--- src/rtl/ysyx_22041412_mdu_ctrl.sv ---
// ysyx_22041412_mdu_ctrl: iterative RV64M multiply/divide controller (shift-add multiply, restoring divide)
// Ports: clk, rst_n (async active-low); in_valid/in_ready request handshake with src1, src2, func3, word;
// flush kills any in-flight op; out_valid/out_ready result handshake with result; busy = not IDLE.
// Option: YSYX_22041412_MDU_ZERO_SKIP_EN makes multiplies by zero finish on the 1-cycle path.
module ysyx_22041412_mdu_ctrl (
  input  logic        clk,
  input  logic        rst_n,
  input  logic        in_valid,
  output logic        in_ready,
  input  logic [63:0] src1,
  input  logic [63:0] src2,
  input  logic [2:0]  func3,
  input  logic        word,
  input  logic        flush,
  output logic        out_valid,
  input  logic        out_ready,
  output logic [63:0] result,
  output logic        busy
);
  typedef enum logic [1:0] {IDLE, CALC, DONE} state_e;
  state_e       state_q, state_d;
  logic [127:0] prod_q, prod_d, p_nxt, full;
  logic [63:0]  opnd_q, opnd_d, result_q, result_d;
  logic [5:0]   cnt_q, cnt_d;
  logic [2:0]   fn_q, fn_d;
  logic         word_q, word_d, a_neg_q, a_neg_d, neg_q, neg_d;
  logic         is_div, sa, sb, a_neg, b_neg, div_zero, ovf, illegal, zero_mul, fast;
  logic [63:0]  a_w, b_w, mag_a, mag_b, fast_res, q64, qf, rf, div_r, div_out, mul_out, res_calc;
  logic [64:0]  sum, top, diff;
  logic [127:0] sh;
  function automatic logic [63:0] sx32(input logic [31:0] v);
    return {{32{v[31]}}, v};
  endfunction
  always_comb begin
    is_div   = func3[2];
    sa       = (func3 == 3'b001) || (func3 == 3'b010) || (func3 == 3'b100) || (func3 == 3'b110);
    sb       = (func3 == 3'b001) || (func3 == 3'b100) || (func3 == 3'b110);
    a_w      = word ? (sa ? sx32(src1[31:0]) : {32'b0, src1[31:0]}) : src1;
    b_w      = word ? (sb ? sx32(src2[31:0]) : {32'b0, src2[31:0]}) : src2;
    a_neg    = sa && a_w[63];
    b_neg    = sb && b_w[63];
    mag_a    = a_neg ? -a_w : a_w;
    mag_b    = b_neg ? -b_w : b_w;
    div_zero = is_div && (b_w == 64'd0);
    ovf      = is_div && !func3[0] && (b_w == '1) &&
               (a_w == (word ? 64'hFFFF_FFFF_8000_0000 : 64'h8000_0000_0000_0000));
    illegal  = word && !func3[2] && (func3[1:0] != 2'b00);
`ifdef YSYX_22041412_MDU_ZERO_SKIP_EN
    zero_mul = !is_div && ((a_w == 64'd0) || (b_w == 64'd0));
`else
    zero_mul = 1'b0;
`endif
    fast     = div_zero || ovf || illegal || zero_mul;
    // Both special divide cases return either the (width-adjusted) dividend, zero or all ones.
    fast_res = (illegal || zero_mul) ? 64'd0 :
               div_zero ? (func3[1] ? (word ? sx32(a_w[31:0]) : a_w) : '1) :
               (func3[1] ? 64'd0 : a_w);
  end
  always_comb begin
    // Multiply: conditionally add multiplicand to the upper half, then shift the pair right.
    sum  = {1'b0, prod_q[127:64]} + (prod_q[0] ? {1'b0, opnd_q} : 65'd0);
    // Divide: shift {rem, dividend/quotient} left; the bit shifted out is the remainder's 65th bit.
    sh   = {prod_q[126:0], 1'b0};
    top  = {prod_q[127], sh[127:64]};
    diff = top - {1'b0, opnd_q};
    p_nxt = fn_q[2] ? (diff[64] ? sh : {diff[63:0], sh[63:1], 1'b1}) : {sum, prod_q[63:1]};
    full    = neg_q ? -p_nxt : p_nxt;
    q64     = word_q ? {32'b0, p_nxt[31:0]} : p_nxt[63:0];
    qf      = neg_q ? -q64 : q64;
    rf      = a_neg_q ? -p_nxt[127:64] : p_nxt[127:64];
    div_r   = fn_q[1] ? rf : qf;
    div_out = word_q ? sx32(div_r[31:0]) : div_r;
    // A 32-iteration word multiply leaves its product shifted up by 32.
    mul_out = word_q ? sx32(p_nxt[63:32]) : ((fn_q[1:0] == 2'b00) ? full[63:0] : full[127:64]);
    res_calc = fn_q[2] ? div_out : mul_out;
  end
  always_comb begin
    state_d  = state_q;
    prod_d   = prod_q;
    opnd_d   = opnd_q;
    result_d = result_q;
    cnt_d    = cnt_q;
    fn_d     = fn_q;
    word_d   = word_q;
    a_neg_d  = a_neg_q;
    neg_d    = neg_q;
    case (state_q)
      IDLE: if (in_valid) begin
        state_d  = fast ? DONE : CALC;
        result_d = fast_res;
        prod_d   = is_div ? {64'd0, word ? {mag_a[31:0], 32'd0} : mag_a} : {64'd0, mag_b};
        opnd_d   = is_div ? mag_b : mag_a;
        cnt_d    = fast ? 6'd0 : (word ? 6'd31 : 6'd63);
        fn_d     = func3;
        word_d   = word;
        a_neg_d  = a_neg;
        neg_d    = a_neg ^ b_neg;
      end
      CALC: begin
        prod_d = p_nxt;
        cnt_d  = cnt_q - 6'd1;
        if (cnt_q == 6'd0) begin
          state_d  = DONE;
          result_d = res_calc;
          cnt_d    = 6'd0;
        end
      end
      DONE: state_d = out_ready ? IDLE : DONE;
      default: state_d = IDLE;
    endcase
    if (flush) begin
      state_d = IDLE;
      cnt_d   = 6'd0;
    end
  end
  always_ff @(posedge clk or negedge rst_n) begin
    if (!rst_n) begin
      state_q  <= IDLE;
      prod_q   <= '0;
      opnd_q   <= '0;
      result_q <= '0;
      cnt_q    <= '0;
      fn_q     <= '0;
      word_q   <= 1'b0;
      a_neg_q  <= 1'b0;
      neg_q    <= 1'b0;
    end else begin
      state_q  <= state_d;
      prod_q   <= prod_d;
      opnd_q   <= opnd_d;
      result_q <= result_d;
      cnt_q    <= cnt_d;
      fn_q     <= fn_d;
      word_q   <= word_d;
      a_neg_q  <= a_neg_d;
      neg_q    <= neg_d;
    end
  end
  assign in_ready  = state_q == IDLE;
  assign busy      = state_q != IDLE;
  assign out_valid = (state_q == DONE) && !flush;
  assign result    = result_q;
endmodule
--- config.mk ---
export PLATFORM = sky130hd
export DESIGN_NAME = ysyx_22041412_mdu_ctrl
export DESIGN_NICKNAME = d
export VERILOG_FILES = /design/src/rtl/ysyx_22041412_mdu_ctrl.sv
export SDC_FILE = /design/constraint.sdc
export NUM_CORES = 2
export LEC_CHECK = 0
export BUFFER_PORTS_ARGS = -buffer_cell sky130_fd_sc_hd__buf_2
export CAP_MARGIN = 40
export CORE_ASPECT_RATIO = 2
export CORE_MARGIN = 2
export CORE_UTILIZATION = 54
export CTS_CLUSTER_DIAMETER = 120
export DETAILED_ROUTE_END_ITERATION = 10
export PLACE_DENSITY_LB_ADDON = 0.08
export SLEW_MARGIN = 10
export SYNTH_ARGS = -nofsm -noshare
export SYNTH_HDL_FRONTEND = slang
export SYNTH_SLANG_ARGS = --single-unit
--- constraint.sdc ---
create_clock -name clk -period 11.15 [get_ports clk]
set_clock_uncertainty 0.1 [all_clocks]
set_input_delay 1.115 -clock clk [delete_from_list [all_inputs] [get_ports clk]]
set_output_delay 1.115 -clock clk [all_outputs]
set_load 0.1 [all_outputs]
==> results.md, run 1 <==
* CTS root buf: clkbuf_16
* Placed instance area at 0.03704 mm^2
* Fail Step: 5_1_grt
* Tool error message: [ERROR GRT-0116] Global routing finished with congestion. Check the congestion regions in the DRC Viewer.
* Status: did not finish
* Post-CTS Hold Buffers at 0
* CTS Buf Count at 30
* Async set or reset register ratio after synthesis at 1.000
* GP Congestion at 1.211
* Horiz. Die Dim at 184.3 um
* Sequential fraction of the synthesis area at 0.1925
* Total gr overflow at 30
* Post-synthesis register bit count at 270
* Max H-tree Level at 1
* Die height at 364.6 um
* Cell Area, Synth at 0.03510 mm^2
* Clock tree buffer depth at 3
* Synth cell types at 110
* First-pass GRT wire length at 320300 um
* Port buffer count at 203
* # placed instances at 5878
* Setup bufs post-CTS at 0
* Largest net degree at the start of global routing at 109
* Syn_nets at 5279
* Vias in the first global route at 45440
* Row cnt at 132
* I/O pins at 204
* EDFF count, synth at 0
* Synth Warn # at 0
* GRT Resource Usage Total at 0.6505
* Avg Cell Area, Syn at 7.013 um^2
* Clock sinks at 270
* Mapped Cells at 5005
* DP HPWL at 156100 um
* Initial Util at 0.5435
* CTS-repair resized insts at 0
* Main flop type after synthesis: dfrtp_1
-- through the flow --
step                        util  hold WS (ns)  setup slack [ns]
after floorplan                -        0.3632             4.287
after global placement    0.5686        0.3714             2.548
after detailed placement  0.5736        0.3758             2.438
after CTS                 0.5903        0.3609             2.402
-- per-layer routing --
metal / GRT overflow / global-route usage
met1: 0 / 0.6272
met2: 13 / 0.9037
met3: 3 / 0.3674
met4: 14 / 0.7432
met5: 0 / 0.05778
-- synth_stat cells, types with 13 or more instances --
| library cell | n | area (um^2) |
|---|---|---|
| a211oi_1 | 76 | 570.6 |
| a21boi_0 | 16 | 120.1 |
| a21o_1 | 63 | 473.0 |
| a21oi_1 | 517 | 2587 |
| a221o_1 | 17 | 170.2 |
| a221oi_1 | 46 | 402.9 |
| a31oi_1 | 49 | 306.5 |
| and2_1 | 99 | 619.3 |
| and3_1 | 31 | 193.9 |
| buf_1 | 44 | 165.2 |
| buf_2 | 24 | 120.1 |
| clkbuf_1 | 259 | 972.2 |
| dfrtp_1 | 270 | 6756 |
| ha_1 | 135 | 1689 |
| inv_1 | 130 | 488.0 |
| maj3_1 | 26 | 260.3 |
| mux2i_1 | 108 | 1081 |
| nand2_1 | 579 | 2173 |
| nand2b_1 | 32 | 200.2 |
| nand3_1 | 165 | 825.8 |
| nand4_1 | 91 | 569.3 |
| nor2_1 | 475 | 1783 |
| nor2b_1 | 28 | 175.2 |
| nor3_1 | 131 | 655.6 |
| nor3b_1 | 21 | 157.7 |
| nor4_1 | 49 | 306.5 |
| o211ai_1 | 96 | 720.7 |
| o21a_1 | 35 | 262.8 |
| o21ai_0 | 478 | 2392 |
| o21ai_1 | 26 | 130.1 |
| o21bai_1 | 28 | 210.2 |
| o221ai_1 | 38 | 332.8 |
| o22ai_1 | 25 | 156.4 |
| o311ai_0 | 13 | 113.9 |
| o31ai_1 | 64 | 480.5 |
| o41ai_1 | 13 | 113.9 |
| or2_2 | 23 | 143.9 |
| or3_1 | 48 | 300.3 |
| or4_1 | 28 | 210.2 |
| xnor2_1 | 213 | 1866 |
| xor2_1 | 161 | 1410 |
-- kinds of logic after synthesis --
logic type	synth area share
AND/OR/NAND/NOR	0.2534
AO/OA/AOI/OAI	0.3160
buffers and inverters	0.05272
XOR/XNOR	0.09332
flip-flops	0.1925
adder cells (fa/ha/maj)	0.05668
multiplexers	0.03536
==> inputs of run 2 (changes only) <==
--- a/config.mk
+++ b/config.mk
@@ -7,12 +7,10 @@
 export LEC_CHECK = 0
 export BUFFER_PORTS_ARGS = -buffer_cell sky130_fd_sc_hd__buf_2
 export CAP_MARGIN = 40
-export CORE_ASPECT_RATIO = 2
 export CORE_MARGIN = 2
-export CORE_UTILIZATION = 54
-export CTS_CLUSTER_DIAMETER = 120
+export CORE_UTILIZATION = 39
 export DETAILED_ROUTE_END_ITERATION = 10
-export PLACE_DENSITY_LB_ADDON = 0.08
+export PLACE_DENSITY_LB_ADDON = 0.15
 export SLEW_MARGIN = 10
 export SYNTH_ARGS = -nofsm -noshare
 export SYNTH_HDL_FRONTEND = slang
==> run 2 against run 1 <==
  * The run now ends clean
  * Synthesized area unchanged
  * Synthesized cell count unchanged
==> results.md, run 2 <==
* Status: completed (was did not finish)
* Largest net degree at the start of global routing at 143
* Crit path max-delay cell type: nor4b_1
* Horiz. Die Dim at 304 um (was 184.3 um)
* Startpoint Class: flip-flop
* Relative slew slack at 0.2166
* Clock tree buffer depth at 3 (unchanged)
* DP HPWL at 158000 um (was 156100 um)
* Largest family of logic cells by synthesized area: compound AO/OA/AOI/OAI gates (unchanged)
* WL final at 200700 um
* Syn_nets at 5279 (unchanged)
* Commonest non-fill, non-tap cell in the layout: nand2_1
* Hold_ws at 0.3897 ns
* WL per Instance at 31.99 um
* Synth cell count leaders: nand2_1, a21oi_1, o21ai_0 (unchanged)
* Setup bufs post-CTS at 0 (unchanged)
* Total gr overflow at 0
* Worst-path clk slew at 0.07 ns
* I/O pins at 204 (unchanged)
* GP Congestion at 1.065 (was 1.211)
* Vias post-DR at 41870
* CTS root buf: clkbuf_16 (unchanged)
* Tcrit/Tclk final at 0.8244
* Final Max Slew Viols at 0
* Post-synth top area share at 0.1925 (unchanged)
* Max H-tree Level at 2 (was 1)
* Row cnt at 110 (was 132)
* Core Box Area at 0.08960 mm^2
* HP Class: reg -> reg
* Antenna violations before repair at 23
* Post-Synth XOR/XNOR Area at 0.09332 (unchanged)
* Final setup vio count at 0
* Post-synthesis adder-cell area fraction at 0.05668 (unchanged)
* Max_cap viols at 0
* Pwr dens at 318.0 mW/mm^2
* Layout cell share with drive strength beyond 1 at 0.1056
* Main flop type after synthesis: dfrtp_1 (unchanged)
* Power Total at 12.38 mW
* Port buffer count at 203 (unchanged)
* Critical hold path startpoint: result[19]
* Sequential fraction of the synthesis area at 0.1925 (unchanged)
* Post-Synth Simple-Gate Area at 0.2534 (unchanged)
* Worst r2r path cells at 25
* Area Overhead vs Synth at 10.87%
* CTS-repair resized insts at 0 (unchanged)
* Clock sinks at 270 (unchanged)
* Leading area contributor after synthesis: dfrtp_1 (unchanged)
* Min-Delay Path Depth at 1
* Worst endpoint data arrival time at 9.55 ns
* Critical Path Sink Type: flip-flop
* Post-synthesis compound-gate area fraction at 0.3160 (unchanged)
* Worst Hold End: result[19]
* Post-synthesis register bit count at 270 (unchanged)
* Full die area at 0.09242 mm^2
* ANT nets after route at 0
* Setup Total Neg Slack at 0 ns
* Async set or reset register ratio after synthesis at 1.000 (unchanged)
* CTS Buf Count at 39 (was 30)
* Core Util, Final at 0.4343
* Largest vdd supply drop at 0.1855 mV
* Pre-Repair DR Iteration Count at 6
* Die height at 304 um (was 364.6 um)
* Min Tclk post-route at 9.192 ns
* Most frequent cells in the layout: nand2_1, a21oi_1, o21ai_0
* Critical path fanouts, max at 29
* Largest register FFs at 128
* Cell Area, Synth at 0.03510 mm^2 (unchanged)
* Pin slew with the least headroom to its limit at 1.175 ns
* First-pass GRT wire length at 283600 um
* GRT Resource Usage Total at 0.4179
* CP required at 11.51 ns
* Synth area leaders: dfrtp_1, a21oi_1, o21ai_0 (unchanged)
* Synth cell types at 110 (unchanged)
* Mapped Cells at 5005 (unchanged)
* Final Hold Viols at 0
* Post-CTS Hold Buffers at 0 (unchanged)
* Vias in the first global route at 38350
* Via/cell ratio at 6.671
* RSZ-0062 raised after global routing: false
* F_max at 0.1088 GHz
* R2r endpoint: result[46]
* Avg Cell Area, Syn at 7.013 um^2 (unchanged)
* CTS tree: built
* Synth Warn # at 0 (unchanged)
* Nets@finish at 5338
* Initial Util at 0.3917 (was 0.5435)
* Skew-Pair Late Insertion Delay at 0.59 ns
* Leakage power at 15.58 nW
* Post-synthesis mux area share at 0.03536 (unchanged)
* Largest stage delay, worst path at 0.67 ns
* EDFF count, synth at 0 (unchanged)
* Most numerous cell in the Yosys netlist: nand2_1 (unchanged)
* Reg2Reg Setup Slack at 1.96 ns
* FF-to-FF Start: prod_q[63]
* DRT iter0 DRCs at 5757
* Largest register by flop count: prod_q
* Fill count at 9615
* Setup CP Type: reg -> reg
* DRC errors left at 0
run 2: final cells by class:
type | instances | area (um^2) | share of cell area
timing repair buffer | 354 | 2257 | 0.05800
clock inverter | 13 | 191.4 | 0.004919
sequential | 270 | 6768 | 0.1739
multi-input combinational | 4268 | 26550 | 0.6823
clock buffer | 58 | 1169 | 0.03003
antenna | 6 | 15.01 | 0.0003858
inverter | 131 | 491.7 | 0.01264
tap | 1176 | 1471 | 0.03781
run 2: cells by family (layout without fill, tap and decap cells):
family,after synthesis,after routing
multiplexers,122,122
AND/OR/NAND/NOR,1861,1861
AO/OA/AOI/OAI,1748,1748
flip-flops,270,270
other,0,6
buffers and inverters,467,556
adder cells (fa/ha/maj),163,163
XOR/XNOR,374,374
run 2: worst max-delay path: cells and delay by family (launching register included):
kind	cells	cell delay, ns
buffers and inverters	2	0.33
xor gates and xnor gates	1	0.12
AOI/OAI and AO/OA	10	3.99
DFF	1	0.40
and+or+nand+nor	9	3.07
adders and majority gates	3	1.00
run 2: routing by layer:
layer / vias to the layer above / wire, um / global-route usage
li1: 18520 / - / -
met5: - / 67 / 0
met1: 20150 / 80590 / 0.5470
met2: 2627 / 84360 / 0.6173
met4: 10 / 15970 / 0.2813
met3: 560 / 19760 / 0.08796
run 2: stage by stage:
stage               worst slack, ns  instances  cell area (um^2)
finish                        1.958       6276             38920
floorplan                     4.287       5005             35100
global route                  1.358       6271             38900
CTS                           2.264       6261             38840
global placement              2.619       6155             37130
detailed placement            2.310       6190             37480
run 2: how the worst max path moves through the flow:
stage	startpoint	end	cells after the start
finish	prod_q[63]	result[46]	25
global route	prod_q[63]	result[46]	25
CTS	prod_q[63]	result[46]	25
detailed placement	prod_q[63]	result[46]	25
global placement	prod_q[63]	result[34]	24
floorplan	prod_q[63]	result[18]	28
run 2: power breakdown:
group / total, mW / switching [mW] / internal [mW]
sequential: 1.78 / 0.465 / 1.32
clock: 1.37 / 0.551 / 0.820
combinational: 9.22 / 6.58 / 2.64
total: 12.4 / 7.60 / 4.78
Power figures use the tool's default switching activity.
